<file path="src/rtl/aes_pkg.sv">
// Shared definitions for the AES inverse-cipher controller: mode encoding,
// round counts per key size and the sequencer state encoding.
package aes_pkg;

  typedef enum logic [1:0] {
    AES128  = 2'b00,
    AES192  = 2'b01,
    AES256  = 2'b10,
    ILLEGAL = 2'b11
  } aes_mode_e;

  localparam logic [3:0] NR_128 = 4'd10;
  localparam logic [3:0] NR_192 = 4'd12;
  localparam logic [3:0] NR_256 = 4'd14;

  typedef enum logic [2:0] {
    S_IDLE,
    S_WORD,
    S_CAPT,
    S_LAST,
    S_DONE
  } ctrl_state_e;

  function automatic logic [3:0] nr_of_mode(input aes_mode_e m);
    case (m)
      AES192:  return NR_192;
      AES256:  return NR_256;
      default: return NR_128;
    endcase
  endfunction

endpackage

</file>
<file path="src/rtl/aes_inv_round_ctrl.sv">
// Round sequencer for the iterative AES inverse-cipher datapath: four word
// cycles plus one capture cycle per round, then a final add-round-key cycle.
// Optional abort input enabled by defining AES_INV_CTRL_ABORT_EN.
module aes_inv_round_ctrl
  import aes_pkg::*;
#(
  parameter int MSW_FIRST = 1
) (
  input  logic         clk,
  input  logic         rst_n,
`ifdef AES_INV_CTRL_ABORT_EN
  input  logic         abort,
`endif
  input  logic         in_valid,
  output logic         in_ready,
  input  logic [1:0]   in_mode,
  input  logic [127:0] in_data,
  output logic         out_valid,
  input  logic         out_ready,
  output logic [127:0] out_data,
  output logic         err,
  output logic [3:0]   dp_round,
  output logic [1:0]   dp_mode,
  output logic [2:0]   dp_width_sel,
  output logic [127:0] dp_data_in,
  input  logic [127:0] dp_data_out,
  output logic [3:0]   key_idx,
  output logic         busy
);

  ctrl_state_e  fsm_q, fsm_d;
  aes_mode_e    mode_q;
  logic [127:0] data_q;
  logic [127:0] out_q;
  logic [3:0]   round_q;
  logic [3:0]   nr;
  logic [1:0]   word_q;
  logic [1:0]   word_sel;
  logic [2:0]   wsel_q;
  logic         err_q;
  logic         accept;
  logic         legal;
  logic         abort_hit;

`ifdef AES_INV_CTRL_ABORT_EN
  assign abort_hit = abort & (fsm_q != S_IDLE);
`else
  assign abort_hit = 1'b0;
`endif

  assign nr       = nr_of_mode(mode_q);
  assign accept   = in_valid & (fsm_q == S_IDLE);
  assign legal    = aes_mode_e'(in_mode) != ILLEGAL;
  // Descending order 3,2,1,0 is simply the bitwise complement of the count.
  assign word_sel = (MSW_FIRST != 0) ? ~word_q : word_q;

  assign in_ready     = (fsm_q == S_IDLE);
  assign busy         = (fsm_q != S_IDLE);
  assign out_valid    = (fsm_q == S_DONE);
  assign out_data     = out_q;
  assign err          = err_q;
  assign dp_round     = round_q;
  assign dp_mode      = mode_q;
  assign dp_data_in   = data_q;
  assign dp_width_sel = (fsm_q == S_WORD) ? {1'b0, word_sel} : wsel_q;
  assign key_idx      = (fsm_q == S_IDLE) ? 4'd0 : nr - round_q;

  always_ff @(posedge clk or negedge rst_n) begin
    if (!rst_n) fsm_q <= S_IDLE;
    else        fsm_q <= fsm_d;
  end

  always_comb begin
    fsm_d = fsm_q;
    case (fsm_q)
      S_IDLE:  if (accept && legal) fsm_d = S_WORD;
      S_WORD:  if (word_q == 2'd3) fsm_d = S_CAPT;
      S_CAPT:  fsm_d = (round_q == nr - 4'd1) ? S_LAST : S_WORD;
      S_LAST:  fsm_d = S_DONE;
      S_DONE:  if (out_ready) fsm_d = S_IDLE;
      default: fsm_d = S_IDLE;
    endcase
    if (abort_hit) fsm_d = S_IDLE;
  end

  always_ff @(posedge clk or negedge rst_n) begin
    if (!rst_n) begin
      data_q  <= '0;
      out_q   <= '0;
      mode_q  <= AES128;
      round_q <= '0;
      word_q  <= '0;
      wsel_q  <= '0;
      err_q   <= 1'b0;
    end else begin
      // Illegal-mode requests are consumed by the handshake and only flagged.
      err_q <= accept & ~legal;
      if (!abort_hit) begin
        case (fsm_q)
          S_IDLE: begin
            if (accept && legal) begin
              data_q  <= in_data;
              mode_q  <= aes_mode_e'(in_mode);
              round_q <= '0;
              word_q  <= '0;
            end
          end
          S_WORD: begin
            wsel_q <= {1'b0, word_sel};
            word_q <= word_q + 2'd1;
          end
          S_CAPT: begin
            // On the last round this lands on Nr, which the final cycle needs.
            data_q  <= dp_data_out;
            round_q <= round_q + 4'd1;
          end
          S_LAST:  out_q <= dp_data_out;
          default: ;
        endcase
      end
    end
  end

endmodule

</file>
<file path="config.mk">
export PLATFORM = sky130hd
export DESIGN_NAME = aes_inv_round_ctrl
export DESIGN_NICKNAME = d
export VERILOG_FILES = /design/src/rtl/aes_pkg.sv /design/src/rtl/aes_inv_round_ctrl.sv
export SDC_FILE = /design/constraint.sdc
export NUM_CORES = 1
export LEC_CHECK = 0
export BUFFER_PORTS_ARGS = -buffer_cell sky130_fd_sc_hd__clkbuf_2
export CELL_PAD_IN_SITES_DETAIL_PLACEMENT = 1
export CELL_PAD_IN_SITES_GLOBAL_PLACEMENT = 1
export CORE_MARGIN = 10
export CORE_UTILIZATION = 32
export CTS_BUF_LIST = sky130_fd_sc_hd__clkbuf_2
export DETAILED_ROUTE_END_ITERATION = 8
export PLACE_DENSITY = 0.83
export SYNTH_ARGS = -nofsm -noshare
export SYNTH_HDL_FRONTEND = slang
export SYNTH_SLANG_ARGS = --single-unit
</file>
<file path="constraint.sdc">
create_clock -name clk -period 1.6 [get_ports clk]
set_input_delay 0.32 -clock clk [delete_from_list [all_inputs] [get_ports clk]]
set_output_delay 0.32 -clock clk [all_outputs]
set_load 0.02 [all_outputs]
</file>
==> impl_metrics.ini, run 1 <==
[synthesis]
ys_seq_area_share_pct = 60.8
syn_area_um2 = 11200
synth_edf_count = 0
synth_cell_types = 39
synth_cells = 985
ys_ff_latch = 271
yosysWarnings = 0
avgSynthCellArea_um2 = 11.3
synth-main-ff-cell = dfrtp_1
synth-async-reset-ratio_pct = 100
syn_nets = 1255

[outcome]
error_line = [ERROR GRT-0232] Routing congestion too high. Check the congestion heatmap in the GUI.
haltStage = 5_1_grt
outcome = stopped before the end

[floorplanning]
pin_count = 535
initial_utilization_pct = 32.4
rows = 68
die_y_um = 207
die_w_um = 207

[grt]
antenna_found_initial = 49
grt_overflow_total = 167
track_usage_pct = 72.7
grt_max_degree = 48

[placement]
place.gp.congestion = 0.877
hpwl_um = 37400
place_area_um2 = 15100
port-buffer-count = 534

[clocking]
cts_buffer_depth = 3
root_buffer = clkbuf_2
cts_sinks = 271
cts_buffers = 76
cts_htree_levels = 3

[timing]
worstEndpointType = primary output
crit_endpoint = key_idx[3]
cells in the mapped netlist, drive strengths merged (2+ instances only):
cell type | instances | area, µm²
o21a | 2 | 15.0
a21oi | 111 | 593
o22ai | 70 | 438
nand2 | 73 | 274
mux2 | 128 | 1440
nor2 | 208 | 788
dfrtp | 271 | 6780
nand4 | 2 | 12.5
nor3b | 3 | 27.5
clkbuf | 11 | 41.3
xnor2 | 3 | 26.3
and2 | 2 | 13.8
o21ai | 9 | 56.3
inv | 11 | 41.3
a31oi | 4 | 25.0
nand3 | 3 | 15.0
buf | 54 | 359
ha | 7 | 87.6
logic make-up after synthesis:
kind of cell,Yosys count,share of synthesized area [%]
flip-flops,271,60.8
multiplexers,128,12.9
XOR/XNOR,4,0.314
buffers and inverters,76,3.96
AND/OR/NAND/NOR,296,10.5
AO/OA/AOI/OAI,202,10.6
adder cells (fa/ha/maj),8,0.964
routing by layer:
layer	GRT overflow	GRT usage [%]
met3	0	60.1
met1	2	69.6
met4	87	77.1
met5	0	18.3
met2	78	89.3
metrics by stage:
| stage | setup TNS, ns | instances | setup WS, ns |
|---|---|---|---|
| 3_3_place_gp | -1.36 | 1986 | -0.409 |
| 3_5_place_dp | -6.40 | 1986 | -0.440 |
| 2_1_floorplan | -25.02 | 985 | -0.375 |
| 4_1_cts | -139.91 | 2481 | -1.46 |
repair_timing:
item | 4_1_cts
cloned | 12
resized for setup | 425
endpoints found under the hold margin | 534
pin swaps | 18
endpoints found under the setup margin | 516
hold buffers | 266
setup buffers | 81
==> inputs of run 2 (changes only) <==
- CELL_PAD_IN_SITES_DETAIL_PLACEMENT: 1 -> default
- CELL_PAD_IN_SITES_GLOBAL_PLACEMENT: 1 -> default
- CORE_UTILIZATION: 32 -> 30
- CTS_BUF_LIST: sky130_fd_sc_hd__clkbuf_2 -> default
- PLACE_DENSITY: 0.83 -> default
- PLACE_DENSITY_LB_ADDON: default -> 0.15
- clock period: 1.6 -> 2.1 ns (I/O delays scaled with it)
==> impl_metrics.ini, run 2 <==
[placement]
place_area_um2 = 14600
placedCellCount = 1963
hpwl_um = 33600
port-buffer-count = 534
place.gp.congestion = 0.851

[synthesis]
netlist_top_cells_area = dfrtp_1 (61%), mux2_2 (13%), nor2_1 (7.0%)
ys_seq_area_share_pct = 60.8
synth_edf_count = 0
yosysMostFrequentCell = dfrtp_1
synth_largest_area_cell = dfrtp_1
synth_cells = 985
syn_area_um2 = 11200
synth_cell_types = 39
synth-main-ff-cell = dfrtp_1
yosysWarnings = 0
ys_ff_latch = 271
synth-async-reset-ratio_pct = 100
avgSynthCellArea_um2 = 11.3
synth_top_area_share_pct = 60.8
syn_nets = 1255
synth_common_cells = dfrtp_1 (271), nor2_1 (207), mux2_2 (128)

[power]
finalPower_w = 0.0294
power.clock.fraction_pct = 20.3
irDropWorstVdd_v = 0.000848
p_sw_w = 0.0124
switching_share_pct = 42.3
seqPwrFrac_pct = 31.8
p_per_area_nw_per_um2 = 1850
power_frac_comb_pct = 48.0
intPower_w = 0.0170
leakagePower_nw = 7.87

[drt]
initialDrtViolationCount = 465
drt_pass1_iterations = 5
ant_nets = 0
drc = 0
totalWireLength_um = 44100
avgViaCountPerCell = 4.72
vias = 9614
wl_per_cell_um = 21.6

[floorplanning]
rows = 70
die_w_um = 213
coreArea_um2 = 36700
pin_count = 535
die_y_um = 213
initial_utilization_pct = 30.4
die-area_um2 = 45300

[critical_path]
critPathTopFamily = adder cells
critPathSlowestCell = dfrtp_2
worstSetupStartpointType = register
crit_type = reg2out
path_cells = buf_4 > ha_4 > inv_2 > ha_4 > xor2_1 > nor2_1 > buf_4
setup.worst_path.end_class = output port
critPathMaxFanout = 3
cp.required_ns = 1.68
path_buf_inv = 3
cp_data_arrival_time_ns = 2.14
cpPeakStageDelay_ns = 0.42

[layout]
layout_commonest_cell = clkbuf_2
drive_gt1_share_pct = 51.7
fin_area_um2 = 15900
final_core_util_pct = 43.4
fin_nets = 1812
fill_cells = 3600
fin_cells = 2039
area_growth_syn_to_layout_pct = 42.8
final_cell_mix = clkbuf_2 (525), dfrtp_1 (266), nor2_1 (204)

[job]
timing.max_cap.violations = 0

[timing]
hold_viol = 0
min_period_over_period_pct = 122
relSlewSlack_pct = 62.6
setup_viol = 3
min_period_ns = 2.56
worst_slack_ns = -0.456
worst_slew_pin_slew_ns = 0.561
rsz0062_at_grt = yes
maxSlewViolCount = 0
skew_ns = 0.0147
max_freq_mhz = 391

[clocking]
cts_htree_levels = 2
cts_buffer_depth = 3
cts_tree = done
root_buffer = clkbuf_16
cts_sinks = 271
clk_pin_slew_ns = 0.06
worstSkewPairLatency_ns = 0.51
cts_buffers = 34

[grt]
track_usage_pct = 18.7
grt_max_degree = 99
grt_pass1_vias = 10200
antenna_found_initial = 6
grt_overflow_total = 0
grt_pass1_wl_um = 64800

[hold_path]
hold_path.class = in2reg

[outcome]
violations = negative setup slack
outcome = finished with violations
[run 2: worst paths after layout]
check | start | to | slack, ns | cells past startpoint
worst max register to register | fsm_q[2] | dp_data_in[91] | 0.18 | 5
max in group asynchronous | rst_n | out_data[63] | 1.00 | 3
min in group asynchronous | rst_n | dp_data_in[103] | 0.39 | 2
worst max-delay path | dp_mode[1] | key_idx[2] | -0.46 | 7
worst min-delay path | out_ready | fsm_q[2] | 0.12 | 2
worst min register to register | dp_data_in[68] | dp_data_in[68] | 0.49 | 2
[run 2: cell type report]
class | instances | area (µm²) | share of cell area, %
antenna | 4 | 10.0 | 0.0628
clock buffer | 51 | 1050 | 6.58
clock inverter | 10 | 111 | 0.699
inverter | 11 | 41.3 | 0.259
multi-input combinational | 638 | 4060 | 25.4
sequential | 271 | 6790 | 42.6
tap | 468 | 586 | 3.67
timing repair buffer | 586 | 3300 | 20.7
[run 2: cells by family after synthesis]
family                     count (synthesis)  synth area share, %
AOI/OAI and AO/OA                        202                 10.6
xor gates and xnor gates                   4                0.314
adders and majority gates                  8                0.964
buffers and inverters                     76                 3.96
DFF                                      271                 60.8
muxes                                    128                 12.9
and+or+nand+nor                          296                 10.5
[run 2: metrics by stage]
| stage | setup slack [ns] | hold WS (ns) | TNS [ns] |
|---|---|---|---|
| after CTS | -0.509 | 0.0867 | -1.26 |
| after floorplan | 0.0246 | 0.124 | 0 |
| after global routing | -0.581 | 0.128 | -1.48 |
| after global placement | -0.000337 | 0.332 | -0.000337 |
| final | -0.456 | 0.117 | -1.20 |
| after detailed placement | -0.0133 | 0.327 | -0.0133 |
[run 2: layer usage]
layer | track usage, % | part of all wire [%] | vias up
met1 | 21.6 | 38 | 4651
li1 | - | - | 4508
met5 | 0 | 0.061 | -
met3 | 8.12 | 11 | 64
met4 | 5.61 | 2.3 | 4
met2 | 30.7 | 48 | 387
[run 2: power groups by stage]
stage / combinational, W / clock, W / sequential [W]
final: 0.0141 / 0.00597 / 0.00936
after global routing: 0.0153 / 0.00639 / 0.00968
after CTS: 0.0142 / 0.00616 / 0.00937
after detailed placement: 0.0138 / 0 / 0.00942
after global placement: 0.0138 / 0 / 0.00933
after floorplan: 0.00521 / 0 / 0.0124
[run 2: what timing repair did]
item | CTS | global route
pin swaps | 10 | 5
endpoints found under the setup margin | 9 | 8
resized for setup | 25 | 13
setup buffers | 6 | 4
hold endpoints to repair | 27 | 0
hold buffers | 1 | 0
Power figures use the tool's default switching activity.
==> inputs of run 3 (changes only) <==
- CORE_AREA: default -> 10 10 200 202
- CORE_MARGIN: 10 -> default
- CORE_UTILIZATION: 30 -> default
- DIE_AREA: default -> 0 0 210 212
==> impl_metrics.ini, run 3 (synthesized netlist as in run 2, its figures left out) <==
[timing]
rsz0062_at_grt = yes
setup_viol = 3
min_period_ns = 2.56
relSlewSlack_pct = 74.9
worst_slack_ns = -0.464
whs_ns = 0.0908
hold_viol = 0
maxSlewViolCount = 0
max_freq_mhz = 390
min_period_over_period_pct = 122
skew_ns = 0.0112
worst_slew_pin_slew_ns = 0.376

[floorplanning]
initial_utilization_pct = 30.9
die-area_um2 = 44500
pin_count = 535
die_w_um = 210
rows = 70
die_y_um = 212
coreArea_um2 = 36100

[layout]
fin_cells = 2040
drive_gt1_share_pct = 52.0
final_cell_mix = clkbuf_2 (523), dfrtp_1 (267), nor2_1 (204)
final_core_util_pct = 44.2
area_growth_syn_to_layout_pct = 42.7
num_antenna_cells = 0
layout_commonest_cell = clkbuf_2
fin_nets = 1818

[power]
p_per_area_nw_per_um2 = 1840
leakagePower_nw = 7.87
irDropWorstVdd_v = 0.00109
finalPower_w = 0.0293

[placement]
place_ws_ns = -0.0294
place.gp.congestion = 0.822
hpwl_um = 34200
port-buffer-count = 534
placedCellCount = 1968

[drt]
drc = 0
drt_pass1_iterations = 4
ant_nets = 0
wl_per_cell_um = 21.7
initialDrtViolationCount = 416
vias = 9684
totalWireLength_um = 44400
avgViaCountPerCell = 4.75

[grt]
grt_pass1_wl_um = 66100
antenna_found_initial = 3
grt_pass1_vias = 10300
grt_max_degree = 68
track_usage_pct = 19.1
grt_overflow_total = 0

[critical_path]
path_cells = inv_2 > ha_4 > inv_2 > ha_4 > nor2b_4 > o21ai_2 > a21oi_2 > nor3b_4 > buf_4
path_buf_inv = 3
crit_type = reg2out
critPathTopFamily = flip-flops
critPathMaxFanout = 3
cpPeakStageDelay_ns = 0.42
cp_data_arrival_time_ns = 2.14
setup.worst_path.end_class = output port
worstSetupStartpointType = register
cp.required_ns = 1.68
critPathSlowestCell = dfrtp_2

[outcome]
outcome = finished with violations
violations = negative setup slack

[clocking]
cts_sinks = 271
clk_pin_slew_ns = 0.06
worstSkewPairLatency_ns = 0.56
cts_tree = done
root_buffer = clkbuf_16
cts_buffers = 31
cts_buffer_depth = 3
cts_htree_levels = 1

[job]
timing.max_cap.violations = 0

[hold_path]
hold_path.class = in2reg
## run 3: cell count changes in the layout (fill, tap and decap cells not counted), moves of 3 or more
| cell | previous run | this run |
|---|---|---|
| buf_4 | 39 | 44 |
| clkinv_2 | 4 | 7 |
| buf_6 | 0 | 7 |
| diode_2 | 4 | 0 |
| buf_8 | 2 | 5 |
| clkbuf_16 | 37 | 31 |
## run 3: worst paths after layout
path                                 startpoint               to  slack (ns)  cells after the start
max in group asynchronous                 rst_n   dp_data_in[60]        1.02                      4
worst min-delay path                 in_mode[1]              err        0.09                      3
min in group asynchronous                 rst_n  dp_data_in[107]        0.35                      2
worst max-delay path                 dp_mode[1]       key_idx[3]       -0.46                      9
worst max register to register         fsm_q[2]   dp_data_in[33]        0.13                      6
worst min register to register  dp_data_in[118]  dp_data_in[118]        0.50                      2
## run 3: through the flow
stage / instance area (µm²) / setup TNS [ns]
floorplan: 11200 / 0
finish: 15900 / -1.27
CTS: 15800 / -1.73
global placement: 14600 / -0.0451
global route: 15900 / -1.61
detailed placement: 14600 / -0.0294
## run 3: cell type report
class                   instances  area, µm²
clock inverters                12        140
flip-flops and latches        271       6790
well taps                     468        586
repair buffers                595       3390
multi-input cells             638       4080
inverters                      11       41.3
clock buffers                  45        908
fillers                      3561      20200
## run 3: worst reg2reg max path: stages (launching register included)
cell and delay, ns:
dfrtp_2 0.42, buf_6 0.13, buf_4 0.15, or3b_4 0.52
buf_12 0.23, nor2_1 0.35, a21oi_1 0.07
## run 3: routing by layer
layer / vias to the layer above / part of all wire, % / GRT usage [%]
li1: 4509 / - / -
met1: 4754 / 40 / 22.6
met2: 364 / 49 / 32.7
met3: 51 / 9.0 / 6.71
met4: 6 / 1.9 / 3.99
met5: - / 0.081 / 0
## run 3: power by group
part | leakage (nW) | total [W] | switching [W] | internal (W)
Clock | 0.517 | 0.00558 | 0.00223 | 0.00335
Combinational | 4.23 | 0.0144 | 0.00881 | 0.00555
Sequential | 3.13 | 0.00936 | 0.00146 | 0.00791
## run 3: repair_timing
item,in CTS,in global routing
pin swaps,10,7
hold buffers,1,0
hold endpoints to repair,31,0
setup endpoints to repair,10,10
resized for setup,34,24
buffers inserted,7,7
